### src/rtl/basic_gates_pkg.sv
// Shared types and constants for the basic gates unit.
package basic_gates_pkg;

    localparam int unsigned OP_SEL_W = 3;

    typedef enum logic [OP_SEL_W-1:0] {
        OP_AND  = 3'd0,
        OP_OR   = 3'd1,
        OP_NOT  = 3'd2,
        OP_NOR  = 3'd3,
        OP_XOR  = 3'd4,
        OP_XNOR = 3'd5,
        OP_NAND = 3'd6,
        OP_ZERO = 3'd7
    } op_sel_e;

endpackage

### src/rtl/basic_gates_comb.sv
// Purely combinational gate bank: seven bitwise gates plus an op-selected result.
module basic_gates_comb
    import basic_gates_pkg::*;
#(
    parameter int unsigned WIDTH = 1
) (
    input  logic [WIDTH-1:0]    A,
    input  logic [WIDTH-1:0]    B,
    input  logic [OP_SEL_W-1:0] op_sel,
    output logic [WIDTH-1:0]    and_v,
    output logic [WIDTH-1:0]    or_v,
    output logic [WIDTH-1:0]    not_v,
    output logic [WIDTH-1:0]    nor_v,
    output logic [WIDTH-1:0]    xor_v,
    output logic [WIDTH-1:0]    xnor_v,
    output logic [WIDTH-1:0]    nand_v,
    output logic [WIDTH-1:0]    sel_v
);

    assign and_v  = A & B;
    assign or_v   = A | B;
    assign not_v  = ~A;
    assign nor_v  = ~(A | B);
    assign xor_v  = A ^ B;
    assign xnor_v = ~(A ^ B);
    assign nand_v = ~(A & B);

    always_comb begin
        sel_v = '0;
        unique case (op_sel_e'(op_sel))
            OP_AND:  sel_v = and_v;
            OP_OR:   sel_v = or_v;
            OP_NOT:  sel_v = not_v;
            OP_NOR:  sel_v = nor_v;
            OP_XOR:  sel_v = xor_v;
            OP_XNOR: sel_v = xnor_v;
            OP_NAND: sel_v = nand_v;
            OP_ZERO: sel_v = '0;
        endcase
    end

endmodule

### src/rtl/basic_gates_unit.sv
// Registered bitwise gate unit, one cycle latency; outputs hold when in_valid is low.
// Define BASIC_GATES_REDUCE_EN to add registered reduction AND/OR/XOR of A.
module basic_gates_unit
    import basic_gates_pkg::*;
#(
    parameter int unsigned WIDTH = 1
) (
    input  logic                clk,
    input  logic                rst_n,
    input  logic                in_valid,
    input  logic [WIDTH-1:0]    A,
    input  logic [WIDTH-1:0]    B,
    input  logic [OP_SEL_W-1:0] op_sel,
    output logic                out_valid,
    output logic [WIDTH-1:0]    and_ga,
    output logic [WIDTH-1:0]    or_ga,
    output logic [WIDTH-1:0]    not_ga,
    output logic [WIDTH-1:0]    nor_ga,
    output logic [WIDTH-1:0]    xor_ga,
    output logic [WIDTH-1:0]    xnor_ga,
    output logic [WIDTH-1:0]    nand_ga,
`ifdef BASIC_GATES_REDUCE_EN
    output logic                red_and_ga,
    output logic                red_or_ga,
    output logic                red_xor_ga,
`endif
    output logic [WIDTH-1:0]    sel_ga
);

    logic [WIDTH-1:0] and_d, or_d, not_d, nor_d, xor_d, xnor_d, nand_d, sel_d;
    logic [WIDTH-1:0] and_q, or_q, not_q, nor_q, xor_q, xnor_q, nand_q, sel_q;
    logic             valid_q;

    basic_gates_comb #(
        .WIDTH (WIDTH)
    ) u_comb (
        .A      (A),
        .B      (B),
        .op_sel (op_sel),
        .and_v  (and_d),
        .or_v   (or_d),
        .not_v  (not_d),
        .nor_v  (nor_d),
        .xor_v  (xor_d),
        .xnor_v (xnor_d),
        .nand_v (nand_d),
        .sel_v  (sel_d)
    );

    // Data registers load only on valid, so X on idle inputs never reaches them.
    always_ff @(posedge clk or negedge rst_n) begin
        if (!rst_n) begin
            valid_q <= 1'b0;
            and_q   <= '0;
            or_q    <= '0;
            not_q   <= '0;
            nor_q   <= '0;
            xor_q   <= '0;
            xnor_q  <= '0;
            nand_q  <= '0;
            sel_q   <= '0;
        end else begin
            valid_q <= in_valid;
            if (in_valid) begin
                and_q  <= and_d;
                or_q   <= or_d;
                not_q  <= not_d;
                nor_q  <= nor_d;
                xor_q  <= xor_d;
                xnor_q <= xnor_d;
                nand_q <= nand_d;
                sel_q  <= sel_d;
            end
        end
    end

    assign out_valid = valid_q;
    assign and_ga    = and_q;
    assign or_ga     = or_q;
    assign not_ga    = not_q;
    assign nor_ga    = nor_q;
    assign xor_ga    = xor_q;
    assign xnor_ga   = xnor_q;
    assign nand_ga   = nand_q;
    assign sel_ga    = sel_q;

`ifdef BASIC_GATES_REDUCE_EN
    logic red_and_q, red_or_q, red_xor_q;

    always_ff @(posedge clk or negedge rst_n) begin
        if (!rst_n) begin
            red_and_q <= 1'b0;
            red_or_q  <= 1'b0;
            red_xor_q <= 1'b0;
        end else if (in_valid) begin
            red_and_q <= &A;
            red_or_q  <= |A;
            red_xor_q <= ^A;
        end
    end

    assign red_and_ga = red_and_q;
    assign red_or_ga  = red_or_q;
    assign red_xor_ga = red_xor_q;
`endif

endmodule

### config.mk
export PLATFORM = sky130hd
export DESIGN_NAME = basic_gates_unit
export DESIGN_NICKNAME = d
export VERILOG_FILES = /design/src/rtl/basic_gates_pkg.sv /design/src/rtl/basic_gates_comb.sv /design/src/rtl/basic_gates_unit.sv
export SDC_FILE = /design/constraint.sdc
export NUM_CORES = 1
export LEC_CHECK = 0
export BUFFER_PORTS_ARGS = -buffer_cell sky130_fd_sc_hd__buf_4
export CAP_MARGIN = 20
export CORE_AREA = 2 2 39 41
export DETAILED_ROUTE_END_ITERATION = 10
export DIE_AREA = 0 0 41 43
export REMOVE_ABC_BUFFERS = 1
export SETUP_SLACK_MARGIN = 0.02
export SLEW_MARGIN = 20
export SYNTH_ARGS = -nofsm -noshare
export SYNTH_HDL_FRONTEND = slang
export SYNTH_SLANG_ARGS = --single-unit
export TNS_END_PERCENT = 30
### constraint.sdc
create_clock -name clk -period 1.48 [get_ports clk]
set_input_delay 0.148 -clock clk [delete_from_list [all_inputs] [get_ports clk]]
set_output_delay 0.148 -clock clk [all_outputs]
set_load 0.01 [all_outputs]
Word-level counts from Yosys, hierarchy flattened
Cells that the tools add are included.
Operators by class
  equality and inequality tests: 7
  multiplexer cells: 1
  bitwise logic cells: 7
  reduce and logical (&&, ||, !) cells: 1
Operators by type and width (number)
  $eq A3 B3 Y1 const B: 4
  $pmux W1 S8: 1
  $eq A3 B2 Y1 const B: 2
  $not A1 Y1: 4
  $eq A3 B1 Y1 const B: 1
  $logic_not A3 Y1: 1
  $and A1 B1 Y1: 1
  $or A1 B1 Y1: 1
  $xor A1 B1 Y1: 1
Storage, ports and cells
  flip-flop bits (word level): 9
  input bits: 8
  output and inout port bits: 9
  logic and storage cells: 25

Logic depth before layout (Yosys ltp)
  word-level depth: 3
  depth in mapped cells: 5
  gate-level depth less buffers: 5

Modules after synthesis
Synthesis repeated with hierarchy kept, for this count alone.
Unflattened totals
  cell total of the unflattened synthesis: 30
  area, all modules: 450.4 um^2
Modules (own cells, without submodules)
  basic_gates_unit: times used 1, cells each 18, area an instance 356.6 um^2, seq. area each 225.2 um^2
  basic_gates_comb: times used 1, cells each 12, area an instance 93.8 um^2, seq. area each 0.0 um^2

Least setup slack after synthesis
Ideal clock, no wire load.
  path type: input port to flip-flop
  from: input A
  to: register sel_q (netlist: sel_ga)
  library setup time: 0.067 ns
  arrival time: 1.075 ns
  data required time: 1.413 ns
  setup slack: 0.338 ns
  cell stages on the path: 5
  path buffers: 0
  path through: inv_1 -> ha_1 -> mux2_4 -> o2111ai_2 -> o221a_1
Between the ends
  word-level cells in the longest chain between the ends: 3
  elaborated cells on any way between the ends: 8
  classes of those cells: 1 x mux; 7 x bitwise
Ends and longest elaborated chain
  from (decl): RTL line basic_gates_unit.sv:11  | input logic [WIDTH-1:0] A,
  $xor A1 B1 Y1 (*): RTL line basic_gates_comb.sv:24  | assign xor_v = A ^ B;
  via u_comb.xor_v: RTL line basic_gates_comb.sv:14  | output logic [WIDTH-1:0] xor_v,
  $not A1 Y1: RTL line basic_gates_comb.sv:25  | assign xnor_v = ~(A ^ B);
  $pmux W1 S8 (*): RTL line basic_gates_comb.sv:30  | unique case (op_sel_e'(op_sel))
  to (signal assigned): RTL line basic_gates_unit.sv:72  | sel_q <= sel_d;
  to (decl): RTL line basic_gates_unit.sv:31  | logic [WIDTH-1:0] and_q, or_q, not_q, nor_q, xor_q, xnor_q, nand_q, sel_q;
The timed path passes the listed nets; every way through them passes the cells marked *.
A chain may end at the register's enable or synchronous reset.

Worst setup path after layout
  from: input A
  to: register sel_q (netlist: sel_ga)
Between the ends
  elaborated cells on any way between the ends: 8
  classes of those cells: 1 x mux; 7 x bitwise
RTL lines
  $not A1 Y1: RTL line basic_gates_comb.sv:22  | assign not_v = ~A;
  via not_d: RTL line basic_gates_unit.sv:30  | logic [WIDTH-1:0] and_d, or_d, not_d, nor_d, xor_d, xnor_d, nand_d, sel_d;
  $pmux W1 S8: RTL line basic_gates_comb.sv:30
The timed path passes the listed nets, and every way through them passes these cells.

==> run metrics <==
Tcrit/Tclk final=0.703; synthesized flop and latch total=9; Worst VDD drop=approximately 0.00058 V; CP startpoint kind=primary input; chip width=between 40 and 50 microns; Clock transition at path regs=0.06 ns; Root Buffer=clkbuf_4; Synth area leaders=dfrtp_1, mux2_2, mux2i_1; post-route antenna net violation count=0; Min-Delay Startpoint=in_valid; Buf/Inv on CP=2; cell taking the most area after synthesis=dfrtp_1; number of detailed-route iterations in the first pass=3; max cap viols=0; pre-CTS setup slack=between 0.15 and 0.2 ns; RR Endpoint=not_ga$_DFFE_PN0P_; H-tree Lvls=1; crit-path leading delay family=compound AO/OA/AOI/OAI gates; port bufs=16; top_reg_cell synth=dfrtp_1; largest net degree at the start of global routing=12; gpl congestion=~0.60; # IOs=17; core area=1380 sq um; worst reg-to-reg setup slack=about 0.73 ns; crit path DAT=about 1.2 ns; first-pass GRT wire length=roughly 1.2 mm; cell with the most instances after synthesis=dfrtp_1; final wirelength=between 700 and 800 microns; Die ar.=around 1800 sq um; row count=14; initial antenna violation count=0; CP endpoint kind=flip-flop; Max Clock Freq=962 MHz; Synth-to-Final Area Change=39.4%; 1st-iter DRT viols=7; share of cells above drive strength 1=0.500; Switching Share=0.249; Die Y=between 40 and 50 microns; Max Slew Vio Count=0; slew margin rel.=0.905; internal power=around 0.45 mW; Static Leak=between 0.3 and 0.4 nW; worst reg-to-reg path cell count=1; Final #Nets=63; DR vias/cell=around 4.5; Slowest cell on crit path=ha_1; PwrDens=roughly 1000 nW/um^2; critical path's largest stage delay=around 0.33 ns; Num CTS Buffers=3; Mapped Cells=32; CP Cell Sequence=buf_4, inv_1, ha_1, mux2_4, o2111ai_2, o221a_1; Clk pwr share=0.305; number of global-route vias before repair=between 200 and 300; Least-Margin Pin Slew=approximately 0.14 ns; DR vias=305; DR WL/cell=between 10 and 15 microns; Worst Path Max Fanout=4; CTS tree=done; post-cts sizing count=0; dpl hpwl=578 microns; class of the worst hold path=primary input to flip-flop; status=finished, final reports clean; Syn Area/Cell=~14 sq um; RSZ-0062 raised after global routing=false; GR Overflow Total=0; Hold Path End=out_valid$_DFF_PN0_; clock latency on the worst-skew pair=between 0.2 and 0.3 ns; Gate power share=0.225; clock sinks=9; starting density of the core=0.315; fin crit period=1.04 ns; Final Skew=0 ns; number of synthesis warnings=0; Clock Path Buffers=2; Seq pwr share=0.471; worst path required time=1.68 ns; Yosys cell types=11; Setup TNS=0 ns; area of the mapped netlist=435 sq um; top cells by count, synth=dfrtp_1, inv_1, mux2_2, mux2i_1, ha_1; ANT cells=0; Residual DRC=0; Async SR Flop Fraction=1.00; total track usage=0.105; post-synthesis sequential area ratio=0.517; Final Hold Fails=0; post-synth top area share=0.517; Sw Pwr=around 0.15 mW; Setup CP Type=primary input to flip-flop; EDFF count, synth=0; PnR worst setup slack=~0.44 ns; RR Startpoint=not_ga$_DFFE_PN0P_; Worst Hold Depth=1; final setup fails=0
## placed cells by master, fill, tap and decap left out, types with 2 or more instances in the layout
cell type / synthesis / final
clkbuf_4: 0 / 3
mux2i_1: 5 / 5
mux2_2: 5 / 5
dfrtp_1: 9 / 9
buf_4: 0 / 16
inv_1: 5 / 5
ha_1: 2 / 2
## worst max path at each step
stage,end,startpoint,cells after the start,slack (ns)
6_report,sel_ga$_DFFE_PN0P_,A,6,0.44
5_1_grt,sel_ga$_DFFE_PN0P_,A,6,0.38
4_1_cts,sel_ga$_DFFE_PN0P_,A,6,0.43
3_5_place_dp,sel_ga$_DFFE_PN0P_,A,6,0.16
3_3_place_gp,sel_ga$_DFFE_PN0P_,A,6,0.18
2_1_floorplan,sel_ga$_DFFE_PN0P_,A,5,0.34
## state kept, by name, indices dropped and copies added, names as in the netlist
signal     count
sel_ga         1
not_ga         1
out_valid      1
xnor_ga        1
xor_ga         1
nor_ga         1
nand_ga        1
or_ga          1
and_ga         1
## power by group through the flow
stage / combinational (mW) / clock, mW / sequential [mW]
after global routing: 0.150 / 0.207 / 0.288
final: 0.136 / 0.184 / 0.285
after detailed placement: 0.136 / 0 / 0.290
after global placement: 0.136 / 0 / 0.289
after floorplan: 0.0480 / 0 / 0.301
after CTS: 0.139 / 0.194 / 0.286
## cells by family after synthesis
kind of cell    Yosys count  synth area share
fa+ha+maj                 2            0.0575
simple gates              2            0.0316
compound gates            2            0.0603
buf+inv                   6            0.0546
flops                     9             0.517
mux                      11             0.279
## timing repair
item / in CTS / in global routing
hold buffers: 1 / 0
endpoints found under the hold margin: 9 / 0
buffers inserted: 0 / 0
## layout make-up
| class | instances | area, sq um |
|---|---|---|
| clock buffers | 4 | 26.3 |
| fillers | 130 | 777 |
| repair buffers | 17 | 130 |
| well taps | 16 | 20.0 |
| multi-input cells | 17 | 186 |
| flip-flops and latches | 9 | 225 |
| inverters | 5 | 18.8 |
## per-layer routing
| metal | up-vias | global-route usage | part of all wire |
|---|---|---|---|
| li1 | 152 | - | - |
| met1 | 141 | 0.139 | 0.46 |
| met2 | 12 | 0.147 | 0.45 |
| met3 | 0 | 0.0785 | 0.090 |
| met4 | 0 | 0 | 0 |
| met5 | - | 0 | 0 |
## stage by stage
step	instances	power (mW)	hold WS [ns]	util	cell area (sq um)
2_1_floorplan	31	0.350	-0.148	-	430
3_3_place_gp	63	0.425	-0.0222	0.412	571
3_5_place_dp	63	0.426	-0.0200	0.412	571
4_1_cts	68	0.618	0.108	0.439	607
5_1_grt	68	0.645	0.105	0.439	607
6_report	68	0.605	0.116	0.439	607
Note: power is estimated with default switching activity, not from simulation.
